<file path="config.mk">
export PLATFORM = sky130hd
export DESIGN_NAME = spi_flash_ctl
export DESIGN_NICKNAME = d
export VERILOG_FILES = /design/src/rtl/spi_flash_pkg.sv /design/src/rtl/spi_clk_div.sv /design/src/rtl/spi_flash_ctl.sv
export SDC_FILE = /design/constraint.sdc
export NUM_CORES = 1
export LEC_CHECK = 0
export BUFFER_PORTS_ARGS = -buffer_cell sky130_fd_sc_hd__buf_4
export CAP_MARGIN = 5
export CORE_ASPECT_RATIO = 0.6
export CORE_MARGIN = 5
export CORE_UTILIZATION = 27
export DETAILED_ROUTE_END_ITERATION = 8
export REMOVE_ABC_BUFFERS = 1
export SLEW_MARGIN = 20
export SYNTH_ARGS = -nofsm -noshare
export SYNTH_HDL_FRONTEND = slang
export SYNTH_SLANG_ARGS = --single-unit
</file>
<file path="constraint.sdc">
create_clock -name clk -period 6.33 [get_ports clk]
set_input_delay 0.633 -clock clk [delete_from_list [all_inputs] [get_ports clk]]
set_output_delay 0.633 -clock clk [all_outputs]
set_load 0.01 [all_outputs]
</file>
<file path="src/rtl/spi_flash_pkg.sv">
// Shared encodings for the SPI flash controller: FSM states, register map and bit positions.
package spi_flash_pkg;

  typedef enum logic [1:0] {
    StIdle = 2'd0,
    StLow  = 2'd1,
    StHigh = 2'd2
  } state_e;

  localparam logic ADDR_DATA = 1'b0;
  localparam logic ADDR_CTRL = 1'b1;

  localparam int unsigned CTRL_CS      = 0;
  localparam int unsigned CTRL_CLR_OVR = 1;
  localparam int unsigned CTRL_RA_EN   = 2;

  localparam int unsigned STAT_BUSY    = 0;
  localparam int unsigned STAT_VALID   = 1;
  localparam int unsigned STAT_CS      = 2;
  localparam int unsigned STAT_OVERRUN = 3;
  localparam int unsigned STAT_RA_EN   = 4;

endpackage

</file>
<file path="src/rtl/spi_clk_div.sv">
// SCK half-period divider: one-cycle tick every CLK_DIV cycles while running, restarted on
// transfer start.
module spi_clk_div #(
  parameter int unsigned CLK_DIV = 2
) (
  input  logic clk_i,
  input  logic rst_i,
  input  logic restart_i,
  input  logic run_i,
  output logic tick_o
);

  localparam logic [7:0] Last = 8'(CLK_DIV - 1);

  logic [7:0] cnt_q, cnt_d;

  always_comb begin
    cnt_d = cnt_q;
    if (restart_i || !run_i) begin
      cnt_d = '0;
    end else if (cnt_q == Last) begin
      cnt_d = '0;
    end else begin
      cnt_d = cnt_q + 8'd1;
    end
  end

  always_ff @(posedge clk_i or posedge rst_i) begin
    if (rst_i) begin
      cnt_q <= '0;
    end else begin
      cnt_q <= cnt_d;
    end
  end

  assign tick_o = run_i && !restart_i && (cnt_q == Last);

endmodule

</file>
<file path="src/rtl/spi_flash_ctl.sv">
// Byte-wide SPI mode-0 master for the configuration flash on the j1 I/O bus.
// Optional streaming read-ahead is enabled by defining SPI_FLASH_CTL_READ_AHEAD_EN.
module spi_flash_ctl
  import spi_flash_pkg::*;
#(
  parameter int unsigned CLK_DIV = 2
) (
  input  logic        clk,
  input  logic        reset,
  input  logic        wr,
  input  logic        rd,
  input  logic        addr,
  input  logic [7:0]  wdata,
  output logic [15:0] rdata,
  output logic        sck,
  output logic        mosi,
  input  logic        miso,
  output logic        cs_n,
  output logic        busy
);

  state_e     state_q, state_d;
  logic [7:0] tx_q, tx_d;
  logic [7:0] rx_sh_q, rx_sh_d;
  logic [7:0] rx_data_q, rx_data_d;
  logic [2:0] bit_cnt_q, bit_cnt_d;
  logic       valid_q, valid_d;
  logic       overrun_q, overrun_d;
  logic       cs_q, cs_d;
  logic       ra_en_q, ra_en_d;

  logic idle, tick, start, done, data_wr, ctrl_wr, data_rd, ra_launch;
  logic unused_wdata;

  assign unused_wdata = ^wdata;

  assign idle    = (state_q == StIdle);
  assign data_wr = wr && (addr == ADDR_DATA);
  assign ctrl_wr = wr && (addr == ADDR_CTRL);
  assign data_rd = rd && (addr == ADDR_DATA);

`ifdef SPI_FLASH_CTL_READ_AHEAD_EN
  // A DATA read in idle with read-ahead armed clocks out 0xFF to fetch the next byte.
  assign ra_launch = data_rd && !wr && ra_en_q && cs_q && idle;
`else
  assign ra_launch = 1'b0;
`endif

  assign start = (data_wr && idle) || ra_launch;
  assign done  = (state_q == StHigh) && tick && (bit_cnt_q == 3'd0);

  spi_clk_div #(
    .CLK_DIV(CLK_DIV)
  ) u_clk_div (
    .clk_i    (clk),
    .rst_i    (reset),
    .restart_i(start),
    .run_i    (!idle),
    .tick_o   (tick)
  );

  always_ff @(posedge clk or posedge reset) begin
    if (reset) begin
      state_q <= StIdle;
    end else begin
      state_q <= state_d;
    end
  end

  always_comb begin
    state_d = state_q;
    unique case (state_q)
      StIdle:  if (start) state_d = StLow;
      StLow:   if (tick) state_d = StHigh;
      StHigh:  if (tick) state_d = (bit_cnt_q == 3'd0) ? StIdle : StLow;
      default: state_d = StIdle;
    endcase
  end

  always_comb begin
    tx_d      = tx_q;
    rx_sh_d   = rx_sh_q;
    rx_data_d = rx_data_q;
    bit_cnt_d = bit_cnt_q;
    valid_d   = valid_q;
    overrun_d = overrun_q;
    cs_d      = cs_q;
    ra_en_d   = ra_en_q;

    if (start) begin
      tx_d      = data_wr ? wdata : 8'hFF;
      bit_cnt_d = 3'd7;
    end
    if ((state_q == StLow) && tick) begin
      rx_sh_d = {rx_sh_q[6:0], miso};
    end
    if ((state_q == StHigh) && tick && (bit_cnt_q != 3'd0)) begin
      tx_d      = {tx_q[6:0], 1'b0};
      bit_cnt_d = bit_cnt_q - 3'd1;
    end
    if (done) begin
      rx_data_d = rx_sh_q;
    end

    // A completing byte beats a same-cycle read so it is never lost.
    if (done) begin
      valid_d = 1'b1;
    end else if (data_rd) begin
      valid_d = 1'b0;
    end

    if (wr && !idle) begin
      overrun_d = 1'b1;
    end else if (ctrl_wr) begin
      cs_d = wdata[CTRL_CS];
      if (wdata[CTRL_CLR_OVR]) overrun_d = 1'b0;
`ifdef SPI_FLASH_CTL_READ_AHEAD_EN
      ra_en_d = wdata[CTRL_RA_EN];
`endif
    end
  end

  always_ff @(posedge clk or posedge reset) begin
    if (reset) begin
      tx_q      <= '0;
      rx_sh_q   <= '0;
      rx_data_q <= '0;
      bit_cnt_q <= '0;
      valid_q   <= 1'b0;
      overrun_q <= 1'b0;
      cs_q      <= 1'b0;
      ra_en_q   <= 1'b0;
    end else begin
      tx_q      <= tx_d;
      rx_sh_q   <= rx_sh_d;
      rx_data_q <= rx_data_d;
      bit_cnt_q <= bit_cnt_d;
      valid_q   <= valid_d;
      overrun_q <= overrun_d;
      cs_q      <= cs_d;
      ra_en_q   <= ra_en_d;
    end
  end

  always_comb begin
    sck  = (state_q == StHigh);
    busy = !idle;
    mosi = tx_q[7];
    cs_n = !cs_q;

    rdata = '0;
    if (addr == ADDR_DATA) begin
      rdata[7:0] = rx_data_q;
    end else begin
      rdata[STAT_BUSY]    = !idle;
      rdata[STAT_VALID]   = valid_q;
      rdata[STAT_CS]      = cs_q;
      rdata[STAT_OVERRUN] = overrun_q;
`ifdef SPI_FLASH_CTL_READ_AHEAD_EN
      rdata[STAT_RA_EN]   = ra_en_q;
`endif
    end
  end

endmodule
</file>
==> impl_results.md, run 1 <==
* Worst r2r dst: rx_sh_q[5]
* Routability cong. at 0.735
* Final-report hold violation count at 0
* Post-synth top area cell: dfrtp_1
* Starting Density at 28.1%
* # rows at 23
* Ys flop type: dfrtp_1
* Sequential element share of the synthesized area at 52.6%
* Max-slew headroom at 56.1%
* Vias per inst at 4.42
* Area Overhead vs Synth at 20.6%
* First-pass GRT wire length at 6470 um
* Synth warn at 0
* Final Core Density at 33.9%
* Buf/Inv on CP at 1
* Vias in the first global route at 1197
* Hold Crit Class: primary input to async pin
* Clk_skew at 0.00360 ns
* Outcome: finished clean
* CTS resizes at 0
* Worst-margin pin slew at 0.656 ns
* Antenna viol nets, final at 0
* Worst-path cell chain: inv_1 -> ha_1 -> or4b_4 -> or3_1 -> mux2_4
* Worst-case reg-to-reg path depth at 5
* Slowest Stage Delay on Critical Path at 0.63 ns
* CP top delay family: simple AND/OR/NAND/NOR gates
* Yosys reg bits at 40
* RSZ-0062 raised after global routing: false
* Max Transition Viols Final at 0
* Clock Path Buffers at 2
* CP arrival at 2.43 ns
* Pre-CTS setup slack at 4.07 ns
* Largest net degree at the start of global routing at 41
* Top-Level Pins at 34
* Post-synth EDFFs at 0
* CP Launch Point: u_clk_div.cnt_q[1]
* Post-CTS setup repair buffer count at 0
* Setup ws final at 4.06 ns
* Pwr dens at 406 mW/mm2
* Synth top area share at 52.6%
* Pleak at 1.14 nW
* Tcrit/Tclk final at 35.8%
* Core Area at 0.00676 mm2
* CTS Root Cell: clkbuf_16
* Number of distinct library cells after synthesis at 36
* Inserted Clock Buffers at 5
* Die footprint at 0.00888 mm2
* Initial antenna violation count at 0
* Setup TNS at 0 ns
* Critical path capture point type: register
* Post-Route WL at 3910 um
* Max-cap check violation count at 0
* Total track usage at 9.66%
* DPL Wire Length at 2760 um
* R2R Setup Slk at 4.06 ns
* Peak VDD IR at 0.144 mV
* Syn Area/Cell at 12.0 um2
* Async SR Flop Fraction at 100%
* Slowest CP cell: or3_1
* DR vias at 1219
* Tmin final at 2.27 ns
* CTS tree: yes
* DRC at 0
* Post-Syn Area at 0.00190 mm2
* Worst-Skew Late Latency at 0.28 ns
* Final Setup Violations at 0
* Die H at 75.0 um
* Most frequent cells after synthesis: dfrtp_1 (40), nor2_1 (12), mux2_2 (11)
* ANT cells at 0
* Cts hold-fix bufs at 0
* Most frequent cell after synthesis: dfrtp_1
* Critical path class: register to register
* Mapped Cells at 159
* Achievable Freq at 0.441 GHz
* Final nets at 207
* PortBufs at 25
* CTS Sinks at 40
* Filler instances at 673
* Worst setup SP type: register
* H-tree levels at 2
* GRT overflow at 0
* WP data required at 6.49 ns
* Die W at 118 um
* CP Max Fanout at 9
* Top cells by area, synth: dfrtp_1 (53%), mux2_2 (6.5%), mux2_4 (6.3%)
* Worst R2R Start: u_clk_div.cnt_q[1]
* Clock transition at path regs at 0.05 ns
* DR WL/cell at 14.2 um
* Share of post-route cells with drive strength above 1 at 30.7%
* Drt initial violations at 87
* Drt first pass iters at 4
worst reg2reg max path, delay by kind of cell, from the launching register on:
family,cells,cell delay [ns]
fa+ha+maj,1,0.15
simple gates,2,1.13
flops,1,0.41
mux,1,0.38
buf+inv,1,0.07
worst max path at each step:
| stage | to | slack [ns] | cells past startpoint |
|---|---|---|---|
| after global placement | rx_sh_q[3] | 4.11 | 5 |
| after floorplan | tx_q[1] | 4.01 | 6 |
| after global routing | rx_sh_q[6] | 3.96 | 5 |
| after CTS | rx_sh_q[5] | 4.05 | 5 |
| after detailed placement | rx_sh_q[5] | 4.07 | 5 |
| final | rx_sh_q[5] | 4.06 | 5 |
per-stage QoR:
stage | instance area [um2] | total power, mW | cells | hold slack [ns]
after floorplan | 1850 | 0.595 | 155 | 0.449
after global placement | 2160 | 0.692 | 269 | 0.459
after detailed placement | 2160 | 0.698 | 269 | 0.470
after CTS | 2290 | 0.943 | 276 | 0.481
after global routing | 2290 | 0.997 | 276 | 0.491
final | 2290 | 0.931 | 276 | 0.468
kinds of logic after synthesis:
logic type,count (synthesis),synth area share [%]
flops,40,52.6
simple gates,40,11.6
compound gates,25,9.54
mux,22,14.4
buf+inv,21,6.18
xor+xnor,6,2.76
fa+ha+maj,4,2.63
other cells,1,0.197
layout by cell type, fill, tap and decap left out:
| cell type | n |
|---|---|
| a211oi_1 | 1 |
| a21o_1 | 6 |
| a21oi_1 | 3 |
| a22o_1 | 7 |
| a22oi_1 | 1 |
| a31oi_1 | 1 |
| a41o_1 | 1 |
| and3_1 | 2 |
| buf_4 | 27 |
| clkbuf_1 | 1 |
| clkbuf_16 | 5 |
| clkinv_2 | 1 |
| conb_1 | 8 |
| dfrtp_1 | 40 |
| ha_1 | 4 |
| inv_1 | 10 |
| mux2_2 | 11 |
| mux2_4 | 8 |
| mux2i_1 | 3 |
| nand2_1 | 4 |
| nand2b_1 | 1 |
| nand3_1 | 6 |
| nand3_2 | 1 |
| nor2_1 | 12 |
| nor2b_1 | 5 |
| nor3_1 | 1 |
| nor3b_2 | 1 |
| nor4_1 | 1 |
| o21ai_0 | 4 |
| o21ai_2 | 1 |
| or2_2 | 1 |
| or2b_2 | 1 |
| or3_1 | 3 |
| or4b_4 | 1 |
| xnor2_1 | 1 |
| xor2_1 | 5 |
layout make-up:
class / instances / area, um2 / area share, %
Sequential cell: 40 / 1000 / 43.6
Multi-Input combinational cell: 105 / 810 / 35.3
Clock inverter: 1 / 5.00 / 0.218
Tap cell: 87 / 109 / 4.75
Timing Repair Buffer: 27 / 203 / 8.84
Clock buffer: 6 / 129 / 5.62
Inverter: 10 / 37.5 / 1.64
state kept, by name, summed over array words and instances, names as in the netlist, 2 cells and up:
register	count
tx_q	8
rx_data_q	8
bit_cnt_q	3
state_q	2
u_clk_div.cnt_q	8
rx_sh_q	8
layer usage:
layer | track usage (%) | part of all wire [%] | vias up
met5 | 0 | 0 | -
met4 | 4.20 | 1.5 | 0
met3 | 3.45 | 5.6 | 7
met2 | 11.2 | 35 | 27
met1 | 15.2 | 58 | 594
li1 | - | - | 591
power by group:
group,switching (mW),internal (mW),total (mW)
combinational,0.140,0.153,0.293
clock,0.0946,0.143,0.238
sequential,0.0602,0.340,0.400
(Power assumes the default switching activity.)
==> run 2, diff against run 1 <==
- clock period: 6.33 -> 1.92 ns (I/O delays scaled with it)
==> run 2 against run 1 <==
Compared with the run above:
- the run now ends with setup timing left
- sequential cell count is the same
- clock power grew to 4.5 times the previous value
- non-clock buffer count increased by 13
- worst setup slack worse by 4.1 ns
- global-route usage is 0.54 points lower
- sequential share of layout area shrank 4.0 points
==> impl_results.md, run 2 (synthesis gave the netlist of run 1 again) <==
* Worst-path cell chain: or3_1 -> or3_4 -> buf_6 -> mux2_4
* WP data required at 2.08 ns (-4.41 ns)
* Largest net degree at the start of global routing at 41 (unchanged)
* Outcome: finished, violations left
* Worst-margin pin slew at 0.506 ns (-0.150 ns)
* Sw frac at 30.2% (-1.5 points)
* Vias in the first global route at 1221 (+2.0%)
* Violated checks: setup timing
* Inserted Clock Buffers at 5 (unchanged)
* CTS tree: yes
* Core Area at 0.00676 mm2 (unchanged)
* Hold Crit Class: primary input to async pin
* Drt first pass iters at 4 (unchanged)
* Die footprint at 0.00888 mm2 (unchanged)
* Setup ws final at -0.0294 ns (-4.09 ns)
* Max Transition Viols Final at 0 (unchanged)
* Clock transition at path regs at 0.06 ns (about the same)
* Critical path capture point type: register
* P_sw at 1.07 mW (+260%)
* P_int at 2.47 mW (+290%)
* Pleak at 1.24 nW (+9.1%)
* Antenna viol nets, final at 0 (unchanged)
* Share of post-route cells with drive strength above 1 at 38.9% (+8.2 points)
* DRC at 0 (unchanged)
* H-tree levels at 2 (unchanged)
* Top-Level Pins at 34 (unchanged)
* Clock Path Buffers at 2 (unchanged)
* Worst setup SP type: register
* Pre-CTS setup slack at -0.0708 ns (-4.14 ns)
* Die W at 118 um (unchanged)
* Filler instances at 655 (-2.7%)
* Post-Route WL at 4010 um (+2.5%)
* Dpl cells at 279 (+3.7%)
* Drt initial violations at 49 (-44%)
* Worst R2R Start: u_clk_div.cnt_q[6]
* Area Overhead vs Synth at 32.7%
* RSZ-0062 raised after global routing: true
* Routability cong. at 0.730 (-0.64%)
* Commonest non-fill, non-tap cells in the layout: dfrtp_1 (40), buf_4 (37), nor2_1 (11), mux2_2 (11), inv_1 (10)
* CP Max Fanout at 5 (-4)
* Die H at 75.0 um (unchanged)
* DR WL/cell at 13.8 um (-2.4%)
* Initial antenna violation count at 0 (unchanged)
* # rows at 23 (unchanged)
* Critical path class: register to register
* Max-slew headroom at 66.2% (+10 points)
* CP Launch Point: u_clk_div.cnt_q[6]
* Total track usage at 9.12% (-0.54 points)
* Achievable Freq at 0.513 GHz (+16%)
* Final nets at 221 (+6.8%)
* PortBufs at 25 (unchanged)
* Gate power share at 33.2% (+1.8 points)
* Tmin final at 1.95 ns (-0.316 ns)
* Clock share of power at 29.8% (+4.3 points)
* ANT cells at 0 (unchanged)
* Worst-case reg-to-reg path depth at 4 (-1)
* Final-report hold violation count at 0 (unchanged)
* Peak VDD IR at 0.549 mV (+280%)
* CTS Sinks at 40 (unchanged)
* Pwr dens at 1400 mW/mm2 (+250%)
* Max-cap check violation count at 0 (unchanged)
* Tcrit/Tclk final at 102% (+66 points)
* CP arrival at 2.11 ns (-0.32 ns)
* Final Setup Violations at 8 (+8)
* CTS Root Cell: clkbuf_16
* Commonest non-fill, non-tap cell in the layout: dfrtp_1
* Slowest Stage Delay on Critical Path at 0.54 ns (-0.09 ns)
* Fin Hold WS at 0.0393 ns (-0.429 ns)
* Vias per inst at 4.26 (-3.6%)
* DPL Wire Length at 2750 um (-0.23%)
* Power share of the sequential group at 36.9% (-6.1 points)
* Slowest CP cell: or3_1
* DR vias at 1235 (+1.3%)
* GRT overflow at 0 (unchanged)
* Worst-Skew Late Latency at 0.28 ns (about the same)
* R2R Setup Slk at -0.03 ns (-4.09 ns)
* Fin cells at 290 (+5.1%)
* Starting Density at 28.1% (unchanged)
* First-pass GRT wire length at 6320 um (-2.3%)
* Worst r2r dst: rx_sh_q[4]
* Clk_skew at 0.00574 ns (+0.00214 ns)
## run 2: what timing repair did
action / in CTS / in global routing
cloned: 1 / 2
setup endpoints to repair: 21 / 34
resized for setup: 6 / 12
hold buffers: 0 / 0
setup buffers: 1 / 0
pin swaps: 1 / 5
## run 2: layer usage
metal / track usage [%] / routed length, um
met5: 0 / 0
met4: 2.29 / 8
met3: 4.73 / 306
met2: 11.5 / 1510
met1: 13.4 / 2180
## run 2: cell type report
type                       count  area (um2)  area share (%)
clock buffer                   5         125            4.96
multi-input combinational    106         880            34.9
inverter                      10        37.5            1.49
tap                           87         109            4.31
sequential                    40        1000            39.7
timing repair buffer          40         312            12.3
clock inverter                 2        60.1            2.38
## run 2: stage by stage
step / utilization [%] / area, um2 / TNS [ns] / power (mW)
floorplan: - / 1850 / -5.03 / 1.96
global placement: 33.0 / 2230 / -0.825 / 2.34
detailed placement: 33.0 / 2230 / -0.786 / 2.37
CTS: 36.4 / 2460 / -0.0329 / 3.48
global route: 37.3 / 2520 / -1.23 / 3.77
finish: 37.3 / 2520 / -0.169 / 3.54
## run 2: power groups by stage
stage | logic (mW) | clock network [mW] | registers [mW]
finish | 1.18 | 1.06 | 1.31
global route | 1.30 | 1.11 | 1.35
CTS | 1.10 | 1.08 | 1.30
detailed placement | 1.06 | 0 | 1.32
global placement | 1.04 | 0 | 1.31
floorplan | 0.683 | 0 | 1.28
## run 2: how the worst max path moves through the flow
stage	endpoint	slack (ns)
floorplan	tx_q[1]	-0.40
global placement	rx_sh_q[0]	-0.06
detailed placement	rx_sh_q[4]	-0.07
CTS	rx_data_q[4]	-0.01
global route	bit_cnt_q[1]	-0.1
finish	rx_sh_q[4]	-0.03
## run 2: worst max-delay path, delay by kind of cell (launching register included)
kind          cells  cell delay (ns)
flops             1             0.40
simple gates      2             0.99
mux               1             0.29
buf+inv           1             0.15
